### src/rtl/crop_pkg.sv
// Shared definitions for the crop window controller: FSM states, full-frame
// defaults and counter/compare widths.
package crop_pkg;

  typedef enum logic [1:0] {
    IDLE  = 2'd0,
    CHECK = 2'd1,
    PEND  = 2'd2,
    APPLY = 2'd3
  } state_e;

  localparam int FULL_H_DISP = 1280;
  localparam int FULL_V_DISP = 720;
  localparam int FRAME_CNT_W = 16;
  localparam int CMP_W       = 12;

endpackage

### src/rtl/crop_cfg_check.sv
// Combinational validation of a requested crop window against the display size.
module crop_cfg_check
  import crop_pkg::*;
#(
  parameter int H_DISP = FULL_H_DISP,
  parameter int V_DISP = FULL_V_DISP,
  parameter int X_W    = 11,
  parameter int Y_W    = 11
) (
  input  logic [X_W-1:0] start_x_i,
  input  logic [X_W-1:0] end_x_i,
  input  logic [Y_W-1:0] start_y_i,
  input  logic [Y_W-1:0] end_y_i,
  output logic           ok_o
);

  logic [CMP_W-1:0] sx, ex, sy, ey, hd, vd;

  // Bounds are compared unsigned after zero-extension to a common width.
  assign sx = CMP_W'(start_x_i);
  assign ex = CMP_W'(end_x_i);
  assign sy = CMP_W'(start_y_i);
  assign ey = CMP_W'(end_y_i);
  assign hd = CMP_W'(H_DISP);
  assign vd = CMP_W'(V_DISP);

  assign ok_o = (sx < ex) && (ex <= hd) && (sy < ey) && (ey <= vd);

endmodule

### src/rtl/crop_window_ctrl.sv
// Crop window controller: accepts window requests, validates them, and swaps the
// active window only at a frame boundary so the crop never changes mid-frame.
module crop_window_ctrl
  import crop_pkg::*;
#(
  parameter int H_DISP = FULL_H_DISP,
  parameter int V_DISP = FULL_V_DISP,
  parameter int X_W    = 11,
  parameter int Y_W    = 11
) (
  input  logic                   clk,
  input  logic                   rst,
  input  logic                   cfg_valid,
  output logic                   cfg_ready,
  input  logic [X_W-1:0]         cfg_start_x,
  input  logic [X_W-1:0]         cfg_end_x,
  input  logic [Y_W-1:0]         cfg_start_y,
  input  logic [Y_W-1:0]         cfg_end_y,
  input  logic                   vs_i,
  output logic [X_W-1:0]         start_x,
  output logic [X_W-1:0]         end_x,
  output logic [Y_W-1:0]         start_y,
  output logic [Y_W-1:0]         end_y,
  output logic                   cfg_applied,
  output logic                   cfg_err,
  output logic [FRAME_CNT_W-1:0] frame_cnt
);

  state_e                 state_q;
  logic                   vs_q;
  logic                   vs_rise;
  logic                   handshake;
  logic                   win_ok;
  logic                   err_q;
  logic [FRAME_CNT_W-1:0] frame_cnt_q;
  logic [X_W-1:0]         sh_sx_q, sh_ex_q, sx_q, ex_q;
  logic [Y_W-1:0]         sh_sy_q, sh_ey_q, sy_q, ey_q;

  assign vs_rise   = vs_i & ~vs_q;
  assign cfg_ready = (state_q == IDLE) | ((state_q == PEND) & ~vs_rise);
  assign handshake = cfg_valid & cfg_ready;

  crop_cfg_check #(
    .H_DISP (H_DISP),
    .V_DISP (V_DISP),
    .X_W    (X_W),
    .Y_W    (Y_W)
  ) u_check (
    .start_x_i (sh_sx_q),
    .end_x_i   (sh_ex_q),
    .start_y_i (sh_sy_q),
    .end_y_i   (sh_ey_q),
    .ok_o      (win_ok)
  );

  always_ff @(posedge clk) begin
    if (rst) begin
      state_q     <= IDLE;
      vs_q        <= 1'b0;
      err_q       <= 1'b0;
      frame_cnt_q <= '0;
      sx_q        <= '0;
      sy_q        <= '0;
      ex_q        <= X_W'(H_DISP);
      ey_q        <= Y_W'(V_DISP);
      sh_sx_q     <= '0;
      sh_sy_q     <= '0;
      sh_ex_q     <= '0;
      sh_ey_q     <= '0;
    end else begin
      vs_q  <= vs_i;
      err_q <= 1'b0;
      if (vs_rise) frame_cnt_q <= frame_cnt_q + FRAME_CNT_W'(1);

      // A handshake in PEND reuses the capture path, discarding the pending window.
      if (handshake) begin
        sh_sx_q <= cfg_start_x;
        sh_ex_q <= cfg_end_x;
        sh_sy_q <= cfg_start_y;
        sh_ey_q <= cfg_end_y;
      end

      case (state_q)
        IDLE:  if (handshake) state_q <= CHECK;
        CHECK: begin
          if (win_ok) begin
            state_q <= PEND;
          end else begin
            state_q <= IDLE;
            err_q   <= 1'b1;
          end
        end
        PEND: begin
          if (vs_rise) begin
            sx_q    <= sh_sx_q;
            ex_q    <= sh_ex_q;
            sy_q    <= sh_sy_q;
            ey_q    <= sh_ey_q;
            state_q <= APPLY;
          end else if (handshake) begin
            state_q <= CHECK;
          end
        end
        APPLY:   state_q <= IDLE;
        default: state_q <= IDLE;
      endcase
    end
  end

  assign start_x     = sx_q;
  assign end_x       = ex_q;
  assign start_y     = sy_q;
  assign end_y       = ey_q;
  assign cfg_applied = (state_q == APPLY);
  assign cfg_err     = err_q;
  assign frame_cnt   = frame_cnt_q;

endmodule

### config.mk
export PLATFORM = sky130hd
export DESIGN_NAME = crop_window_ctrl
export DESIGN_NICKNAME = d
export VERILOG_FILES = /design/src/rtl/crop_pkg.sv /design/src/rtl/crop_cfg_check.sv /design/src/rtl/crop_window_ctrl.sv
export SDC_FILE = /design/constraint.sdc
export NUM_CORES = 1
export LEC_CHECK = 0
export BUFFER_PORTS_ARGS = -buffer_cell sky130_fd_sc_hd__buf_2
export CAP_MARGIN = 10
export CELL_PAD_IN_SITES_DETAIL_PLACEMENT = 1
export CELL_PAD_IN_SITES_GLOBAL_PLACEMENT = 2
export CORE_UTILIZATION = 30
export CTS_CLUSTER_SIZE = 24
export DETAILED_ROUTE_END_ITERATION = 7
export PLACE_DENSITY_LB_ADDON = 0.1
export SYNTH_ARGS = -nofsm -noshare
export SYNTH_HDL_FRONTEND = slang
export SYNTH_HIERARCHICAL = 1
export SYNTH_SLANG_ARGS = --single-unit
### constraint.sdc
create_clock -name clk -period 2.33 [get_ports clk]
set_clock_uncertainty 0.2 [all_clocks]
set_input_delay 0.1165 -clock clk [delete_from_list [all_inputs] [get_ports clk]]
set_output_delay 0.1165 -clock clk [all_outputs]
set_load 0.02 [all_outputs]
# [Word level (Yosys, flattened, before mapping)]
# Index checks and enable logic that the tools add are counted.
[op_classes] add_sub_neg=1 order_cmp=4 n_eq_ne=3 muxes=5 bitwise_logic=7 reduce_logical=6
[ops] cell="11-bit less-than comparator" count=2
[ops] cell="16-bit by 1-bit adder with 16-bit output, second input constant" count=1
[ops] cell="11-bit by 10-bit <= comparator with 1-bit output, second input constant" count=1
[ops] cell="11-bit <= comparator, second input constant" count=1
[ops] cell="2-bit one-hot mux with 4 select lines" count=1
[ops] cell="2-bit two-way mux" count=3
[ops] cell="2-bit == test, second input constant" count=2
[ops] cell="1-bit bitwise AND" count=3
[ops] cell="1-bit logical AND" count=3
[ops] cell="1-bit inverter" count=3
[ops] cell="2-bit by 1-bit == test with 1-bit output, second input constant" count=1
[ops] cell="2-bit logical NOT" count=1
[ops] cell="2-bit AND reduction" count=1
[ops] cell="2-bit OR reduction" count=1
[ops] cell="1-bit two-way mux" count=1
[ops] cell="1-bit OR" count=1
[totals] regBits=108 inputBits=48 out_inout_bits=63 elab_cells=38

# [Longest topological paths before layout]
# Gate-level depths: netlist of the first run.
[logic_depth] ltp_word=9 depth_mapped=9 depth_no_buf=9

# [Modules after synthesis]
# Netlist of the first run, hierarchy kept.
[by_module_without_submodules] mod="crop_window_ctrl" n_inst=1 cells_per_inst=483 area_per_inst_um2=3897.5 seq_area_each_um2=2162.1
[by_module_without_submodules] mod="crop_cfg_check" n_inst=1 cells_per_inst=79 area_per_inst_um2=544.3 seq_area_each_um2=0.0

# [Least setup slack after synthesis of the first run]
# OpenSTA, ideal clock, no wires.
[synth_path] kind="register to register" from="register frame_cnt_q[2] (netlist: frame_cnt[2])" to="register frame_cnt_q[15] (netlist: frame_cnt[15])" setup_time_ns=0.070 arrival_ns=1.638 required_time_ns=2.060 slack_ns=0.421 path_stages_with_launch=5 n_path_buf=0 period_less_slack_ns=1.909 path_cell_list="dfxtp_1 -> nand4b_2 -> or3_4 -> or4_1 -> a21oi_1"
[synth_via] elab_chain_cells=1
[synth_lines] element="start: declaration" line="crop_window_ctrl.sv:35" source="logic [FRAME_CNT_W-1:0] frame_cnt_q;"
[synth_lines] element="start signal: assignment" line="crop_window_ctrl.sv:73" source="if (vs_rise) frame_cnt_q <= frame_cnt_q + FRAME_CNT_W'(1);"
[synth_lines] element="16-bit by 1-bit adder with 16-bit output" line="crop_window_ctrl.sv:73"
# No other way between the ends.
# A chain may end at the register's enable or synchronous reset.

# [Worst setup path after layout of the first run]
[layout_path] from="register sh_ey_q[10]" to="register state_q[1]"
[layout_via] elab_chain_cells=5 elab_cells_between_ends=6 classes_between="order compare: 2; mux: 2; reduce/logical: 2"
[layout_lines] element="start: declaration" line="crop_window_ctrl.sv:37" source="logic [Y_W-1:0] sh_sy_q, sh_ey_q, sy_q, ey_q;"
[layout_lines] element="start signal: assignment" line="crop_window_ctrl.sv:80" source="sh_ey_q <= cfg_end_y;"
[layout_lines] element="11-bit less-than comparator" line="crop_cfg_check.sv:27" source="assign ok_o = (sx < ex) && (ex <= hd) && (sy < ey) && (ey <= vd);"
[layout_lines] element="1-bit logical AND" line="crop_cfg_check.sv:27"
[layout_lines] element="1-bit logical AND *" line="crop_cfg_check.sv:27"
[layout_lines] element="net win_ok" line="crop_window_ctrl.sv:33" source="logic win_ok;"
[layout_lines] element="2-bit two-way mux *" line="crop_window_ctrl.sv:86" source="if (win_ok) begin"
[layout_lines] element="2-bit one-hot mux with 4 select lines *" line="crop_window_ctrl.sv:83" source="case (state_q)"
[layout_lines] element="end signal: assignment" line="crop_window_ctrl.sv:84" source="IDLE: if (handshake) state_q <= CHECK;"
[layout_lines] element="end signal: assignment" line="crop_window_ctrl.sv:87" source="state_q <= PEND;"
[layout_lines] element="end signal: assignment" line="crop_window_ctrl.sv:89" source="state_q <= IDLE;"
[layout_lines] element="end: declaration" line="crop_window_ctrl.sv:29" source="state_e state_q;"
# Mark *: on every way through the listed nets, which the timed path passes. The rest lies on a longest branch.

==> results.txt, run 1 <==
The mapped cell area is roughly 4400 µm². The clock network power share came out at 39.5%. The post-detailed-routing wire length came out at 13400 µm.

The critical path data required time is roughly 2400 ps. The initial DRC count is 187. Ranked by total cell area, the synthesized netlist is headed by dfxtp_1 (49%), nand2_1 (16%), a21oi_1 (11%), ha_1 (5.9%), clkbuf_1 (2.7%). The layout net count is 774. The number of global-route vias before repair came to ~4200. Summed over all nets, the half-perimeter wirelength after detailed placement is about 9100 µm. The top cell family by delay on the critical path is simple AND/OR/NAND/NOR gates. The H-tree was split into 3 levels. The peak supply drop is 0.374 mV.

After global routing the overflow that remains totals 0. Across the run, the number of max-cap violations was 0. The run finished with clean final reports. On the critical path, the stage with the largest delay is an instance of dfxtp_1. The ratio of routed vias to standard cells came out at about 4.7. The register area share after synthesis came out at 48.7%. The first-pass GRT wire length is 21200 µm.

TritonCTS built the clock tree. The total clock buffers created by CTS is 9. The all-layer global routing usage is between 10% and 20%. Of the total power, registers draw 48.9%. In this run the tool buffered the top-level ports with 110 buffer cells. The total die area came out at 15300 µm². The number of antenna violations at the first check in global routing was 0.

The proportion of total power due to net switching is 25.3%. At the pin with the least slew margin, the transition time is about 940 ps. The reported net switching power is 0.00102 W. The final routed wire length divided by cell count came out at 14.9 µm.

The area growth from synthesis to layout is 34.8%. Entering global routing, the biggest net connects 57 pins. The later pin in the worst-skew pair is clocked with a latency of approximately 350 ps.

The worst slack at placement came out at about 200 ps. The pre-antenna-repair detailed-routing pass consisted of 6 iterations. The detailed router placed 4228 vias in this run. The total DRC errors in the routed layout is 0.

The count of pins over their slew limit came out at 0. The final setup TNS is 0 ps. The clock transition at the register clock pins on the worst setup and hold paths after CTS is 70 ps.

Of all nets on the critical path, the largest fanout is 4. The cell count after synthesis came out at approximately 560. For this configuration, the core starts out at a cell density of 30.7%. The count of final hold-check violations is 0. The root cell of the clock tree is clkbuf_16.

For this run, the top clock speed supported by timing is 470 MHz. The register bit count reported by yosys is between 100 and 150. The post-route worst setup slack came out at 201 ps.

The distinct cell type count after synthesis is 37. The clock sink count is 108. The type of the worst min-delay path is reg -> reg. No sink is reached through more buffers than the 2 on the longest clock path. The leakage power of the design is 2.51 nW. The total buffers and inverters traversed by the critical path is 1.

The critical path is of the reg -> reg type. The largest area contributor in the netlist is dfxtp_1. The final weighted congestion in routability-driven placement is 0.741. Once detail routing completed, the nets flagged for antenna violations numbered 0. Yosys printed 6 warnings. The antenna diode count is 0. STA classifies the critical path endpoint as a flop. Combinational logic burns 11.6% of the power.

The worst pin sits at a relative slew slack of 37.5%. The worst setup path is launched from a flop. The number of flops mapped to enable cells by yosys is 0.

The number of standard-cell rows in the floorplan is 44. The area of the placeable core came out at 14500 µm². The die boundary height came out at 124 µm. The post-synth net total is between 600 and 700.

The signal on the critical path passes through inv_1 -> ha_1 -> a22o_1 -> nor4_1 -> o221ai_1 -> nor2_1 -> and4_1 -> nand3b_1 -> a21oi_1. Setup repair after global routing left no endpoint under its margin. The critical path's largest stage delay is just under 400 ps.

The share of post-route cells with drive strength above 1 came out at 19.6%. The number of buffers inserted to repair setup after CTS is 0. For this design the ratio of total power to cell area is between 600 and 700 nW/µm². The count of filler cells inserted in the layout is around 1800. The average instance in the mapped netlist occupies between 7 and 8 µm². Among all cell types in the netlist, the one instantiated most often is nand2_1. The dominant register cell in the synthesized netlist is dfxtp_1. The count of final setup violators came out at 0.

In this run the horizontal extent of the chip is 124 µm. In this run the count of I/O pins placed on the die edge is about 110. The worst path arrival time came out at 2220 ps. The final period demand of the worst path came out at 2130 ps. The share of synthesized area in the top cell type comes to 48.7%. The internal power is 0.00301 W. The post-route clock period utilization is 91.4%. Counting instances in the post-synthesis netlist gives the leading cell types as nand2_1 (185), dfxtp_1 (108), a21oi_1 (101).

The async set-or-reset flop fraction in the synthesized netlist is 0%.
worst paths after layout:
path / startpoint / endpoint / slack [ps] / cells past startpoint
max reg2reg: sh_ey_q[10]$_SDFFE_PP0P_ / state_q[1]$_SDFF_PP0_ / 200 / 9
max: sh_ey_q[10]$_SDFFE_PP0P_ / state_q[1]$_SDFF_PP0_ / 200 / 9
min reg2reg: start_x[7]$_SDFFE_PP0P_ / start_x[7]$_SDFFE_PP0P_ / 250 / 2
min: start_x[7]$_SDFFE_PP0P_ / start_x[7]$_SDFFE_PP0P_ / 250 / 2
per-stage QoR:
stage / utilization, % / total power (W) / cell area (µm²) / hold WS (ps) / cells
6_report: 41.3 / 0.00403 / 5990 / 252 / 894
5_1_grt: 41.3 / 0.00422 / 5990 / 270 / 894
4_1_cts: 41.3 / 0.00408 / 5980 / 256 / 894
3_5_place_dp: 35.9 / 0.00242 / 5200 / 165 / 830
3_3_place_gp: 35.9 / 0.00240 / 5200 / 161 / 830
2_1_floorplan: - / 0.00225 / 4440 / 44.7 / 562
registers in the layout (all words and copies together), names as in the netlist:
register	flops
cfg_err	1
end_x	11
end_y	11
frame_cnt	16
sh_ex_q	11
sh_ey_q	11
sh_sx_q	11
sh_sy_q	11
start_x	11
start_y	11
state_q	2
vs_q	1
cell families after synthesis:
group | after synthesis | synth area share [%]
adder cells (fa/ha/maj) | 21 | 5.92
XOR/XNOR | 11 | 2.17
flip-flops | 108 | 48.7
multiplexers | 1 | 0.225
AO/OA/AOI/OAI | 113 | 13.1
AND/OR/NAND/NOR | 254 | 25.3
buffers and inverters | 54 | 4.56
timing repair:
item	4_1_cts	5_1_grt
endpoints found under the hold margin	61	0
hold buffers	48	0
gates resized for setup	0	1
setup endpoints to repair	0	1
power by group through the flow:
stage / Clock, W / Sequential (W) / Combinational (W)
global route: 0.00171 / 0.00198 / 0.000527
detailed placement: 0 / 0.00201 / 0.000404
CTS: 0.00164 / 0.00197 / 0.000468
floorplan: 0 / 0.00200 / 0.000248
global placement: 0 / 0.00201 / 0.000393
finish: 0.00159 / 0.00197 / 0.000466
final cells by class:
class | instances | area [µm²] | share of cell area [%]
sequential | 108 | 2160 | 36.1
clock inverter | 4 | 47.5 | 0.794
timing repair buffer | 164 | 1120 | 18.6
multi-input combinational | 400 | 2090 | 34.9
tap | 184 | 230 | 3.85
clock buffer | 12 | 256 | 4.29
inverter | 22 | 82.6 | 1.38
worst register-to-register path: stages (launching register included):
cell,delay [ps]
dfxtp_1,390
inv_1,60
ha_1,310
a22o_1,190
nor4_1,190
o221ai_1,160
nor2_1,110
and4_1,230
nand3b_1,90
a21oi_1,140
per-layer routing:
metal | vias up | routed length, µm | GRT usage (%)
li1 | 2152 | - | -
met1 | 1995 | 6260 | 22.3
met2 | 71 | 6500 | 31.7
met3 | 10 | 477 | 5.08
met4 | 0 | 122 | 4.29
met5 | - | 0 | 0
placed cells by master, fill, tap and decap left out, types with 3 or more instances in the layout:
| master | instances |
|---|---|
| xnor2_1 | 5 |
| buf_12 | 3 |
| o21ai_0 | 6 |
| or3_1 | 3 |
| xor2_1 | 6 |
| a21oi_1 | 101 |
| clkbuf_16 | 9 |
| nor4_1 | 5 |
| nand2_1 | 185 |
| nand3b_1 | 10 |
| dfxtp_1 | 108 |
| nand4_1 | 9 |
| buf_2 | 109 |
| nand2b_1 | 3 |
| buf_4 | 4 |
| inv_1 | 19 |
| nand3_1 | 5 |
| nor2_1 | 15 |
| ha_1 | 21 |
| dlygate4sd3_1 | 48 |
Note: power is estimated with default switching activity, not from simulation.
==> run 2, diff against run 1 <==
--- a/config.mk
+++ b/config.mk
@@ -9,6 +9,7 @@
 export CAP_MARGIN = 10
 export CELL_PAD_IN_SITES_DETAIL_PLACEMENT = 1
 export CELL_PAD_IN_SITES_GLOBAL_PLACEMENT = 2
+export CORE_ASPECT_RATIO = 0.8
 export CORE_UTILIZATION = 30
 export CTS_CLUSTER_SIZE = 24
 export DETAILED_ROUTE_END_ITERATION = 7
==> run 2 against run 1 <==
Global-route usage is 0.16 points higher. Hold slack improved by 3.1 ps. Sequential power is essentially flat. Critical path type is now in -> reg.
==> results.txt, run 2 (synthesis results as in run 1) <==
The startpoint identified for the worst register-to-register timing path is sh_ex_q[10]$_SDFFE_PP0P_. The count of nets left with antenna violations after detail routing is 0 (unchanged). The number of flip-flops under the largest register name came out at 16 (unchanged). The worst setup path is of the in -> reg kind. The total placed instance area was 5220 µm² (+0.43%). The final period demand of the worst path came out at 2190 ps (+59.3 ps). The final setup TNS is 0 ps (unchanged). The first-pass GRT wire length came out at 22400 µm (+5.3%). The transition time at the pin with the least slew margin is 929 ps (-8.32 ps). The top cell types in the final layout, fill and taps aside, are nand2_1 (185), buf_2 (109), dfxtp_1 (108), a21oi_1 (101), dlygate4sd3_1 (50).

The biggest fanout along the worst timing path came out at 44 (+40). The area of all placed cells without fillers came out at 6070 µm² (+1.5%). The number of top-level pins came out at 111 (unchanged). The beginning of the critical path is vs_i. TritonCTS built the clock tree. The number of global-route vias before repair is 4381 (+3.2%). The final routed wire length divided by cell count came out at 15.5 µm (+3.5%). The worst setup path is captured at a flop. The critical path data required time was 2430 ps (about the same). The area of the placeable core came to 14300 µm² (-0.92%). The max-capacitance violation count is 0 (unchanged). The count of pins over their slew limit is 0 (unchanged). The width of the chip is 138 µm (+12%). The leftover overflow at the end of global routing is 0 (unchanged). The count of final hold-check violations came out at 0 (unchanged).

The total DRC errors in the routed layout came out at 0 (unchanged). The peak supply drop is 0.427 mV (+14%). The antenna diode count came out at 0 (unchanged).

The final weighted congestion in routability-driven placement came out at 0.728 (-1.7%). The total clock buffers created by CTS is 9 (unchanged). The number of antenna violations at the first check in global routing came out at 0 (unchanged). The clock transition at the register clock pins on the worst setup and hold paths after CTS is 70 ps (about the same). The worst reg-to-reg setup slack came out at 180 ps (-20 ps). The post-route clock period utilization came out at 93.9% (+2.5 points).

The tightest slew margin relative to the limit came out at 38.1% (+0.55 points). The clock sink count is 108 (unchanged). The share of post-route cells with drive strength above 1 came out at 19.9% (+0.37 points). Setup repair after global routing left no endpoint under its margin.

The multi-input combinational cell area came to 2100 µm² (+0.30%). The depth of the most critical reg-to-reg path was 9 (unchanged). The starting density of the core came out at 31.0% (+0.28 points). The count of filler cells inserted in the layout came out at 1749 (-2.0%). The half-perimeter wire length of the detailed placement result is 9210 µm (+1.4%). The post-detailed-routing wire length came out at 13900 µm (+4.3%). The maximum number of pins on one net before global-route repair was 53 (-7.0%).

The detailed-route via count is 4327 (+2.3%). The worst path arrival time came out at 2280 ps (+60 ps). The count of final setup violators came out at 0 (unchanged). The largest buffer count on any clock path is 2 (unchanged).

The first-pass iteration count of the detailed router came to 4 (-2). The layout net count is 781 (+0.90%). The total die area was 15300 µm² (about the same). The initial DRC count came to 125 (-33%). The capture point of the worst reg-to-reg path is state_q[1]$_SDFF_PP0_. The ratio of routed vias to standard cells came out at 4.80 (+1.5%). The register cell area after layout is 2160 µm² (unchanged). The root buffer cell chosen for the clock tree is clkbuf_16.

The number of levels the H-tree was split into was 3 (unchanged). The maximum clock frequency is 457 MHz (-2.7%). Compared with the post-synthesis result, the final layout area differs by 36.8%. The die boundary height is 111 µm (-10%).

The endpoint of the worst setup timing path is sh_sy_q[5]$_SDFFE_PP0P_. The worst setup path is launched from a primary input. The insertion delay to the later sink of the worst-skew pair is 350 ps (about the same). The number of buffers inserted by port buffering is 110 (unchanged).

The power density of the placed cells is 688 nW/µm² (+2.3%). The library cell used most frequently in the layout, excluding fill and tap cells, is nand2_1. The run finished with clean final reports. The all-layer global routing usage is 18.4% (+0.16 points). The leakage power of the design was 2.56 nW (+2.2%). The number of standard-cell rows in the floorplan came out at 39 (-11%). The type of the worst min-delay path is reg -> reg.
[run 2: changes by cell type in the layout (fill, tap and decap cells not counted), sizes merged]
cell,previous run,this run
bufinv,1,2
clkinvlp,1,0
dlygate4sd3,48,50
and3b,1,2
buf,116,120
[run 2: per-stage QoR]
| stage | util [%] | std cells | hold WS (ps) | setup slack, ps | total power [W] |
|---|---|---|---|---|---|
| final | 42.3 | 901 | 255 | 142 | 0.00418 |
| after global routing | 42.3 | 901 | 270 | 2.50 | 0.00437 |
| after CTS | 42.2 | 899 | 257 | 49.1 | 0.00423 |
| after detailed placement | 36.4 | 833 | 168 | 206 | 0.00242 |
| after global placement | 36.4 | 833 | 158 | 308 | 0.00241 |
| after floorplan | - | 562 | 44.7 | 421 | 0.00225 |
[run 2: worst max-delay path, cell delays in order]
cell	delay, ps
dlygate4sd3_1	530
buf_2	170
nand3b_1	200
nand3b_1	200
buf_12	240
nand2_1	80
a21oi_1	150
dlygate4sd3_1	570
[run 2: worst min path at each step]
stage,startpoint,endpoint,cells after the start
2_1_floorplan,vs_i,vs_q$_SDFF_PP0_,1
3_3_place_gp,cfg_end_x[7],sh_ex_q[7]$_SDFFE_PP0P_,3
3_5_place_dp,cfg_end_x[3],sh_ex_q[3]$_SDFFE_PP0P_,3
4_1_cts,start_y[8]$_SDFFE_PP0P_,start_y[8]$_SDFFE_PP0P_,2
5_1_grt,end_y[2]$_SDFFE_PP0P_,end_y[2]$_SDFFE_PP0P_,2
6_report,end_y[5]$_SDFFE_PP0P_,end_y[5]$_SDFFE_PP0P_,2
[run 2: layout make-up]
| cell class | count | area share, % |
|---|---|---|
| Clock buffer | 12 | 4.39 |
| Clock inverter | 4 | 1.15 |
| Inverter | 22 | 1.36 |
| Multi-Input combinational cell | 401 | 34.5 |
| Sequential cell | 108 | 35.6 |
| Tap cell | 184 | 3.79 |
| Timing Repair Buffer | 170 | 19.2 |
[run 2: layer usage]
| layer | share of wire [%] | wire, µm | vias up | GRT usage (%) |
|---|---|---|---|---|
| li1 | - | - | 2164 | - |
| met1 | 50 | 6910 | 2047 | 24.9 |
| met2 | 44 | 6110 | 99 | 28.3 |
| met3 | 5.0 | 695 | 17 | 5.01 |
| met4 | 1.6 | 218 | 0 | 6.08 |
| met5 | 0 | 0 | - | 0 |
[run 2: repair_timing]
item / in CTS / in global routing
hold buffers: 50 / 0
gates resized for setup: 0 / 1
hold endpoints to repair: 64 / 0
endpoints found under the setup margin: 0 / 3
buffers inserted: 0 / 1
[run 2: power by group]
group	internal [W]	switching, W	total (W)
combinational	0.000221	0.000262	0.000483
clock	0.00103	0.000702	0.00173
sequential	0.00191	0.0000626	0.00197
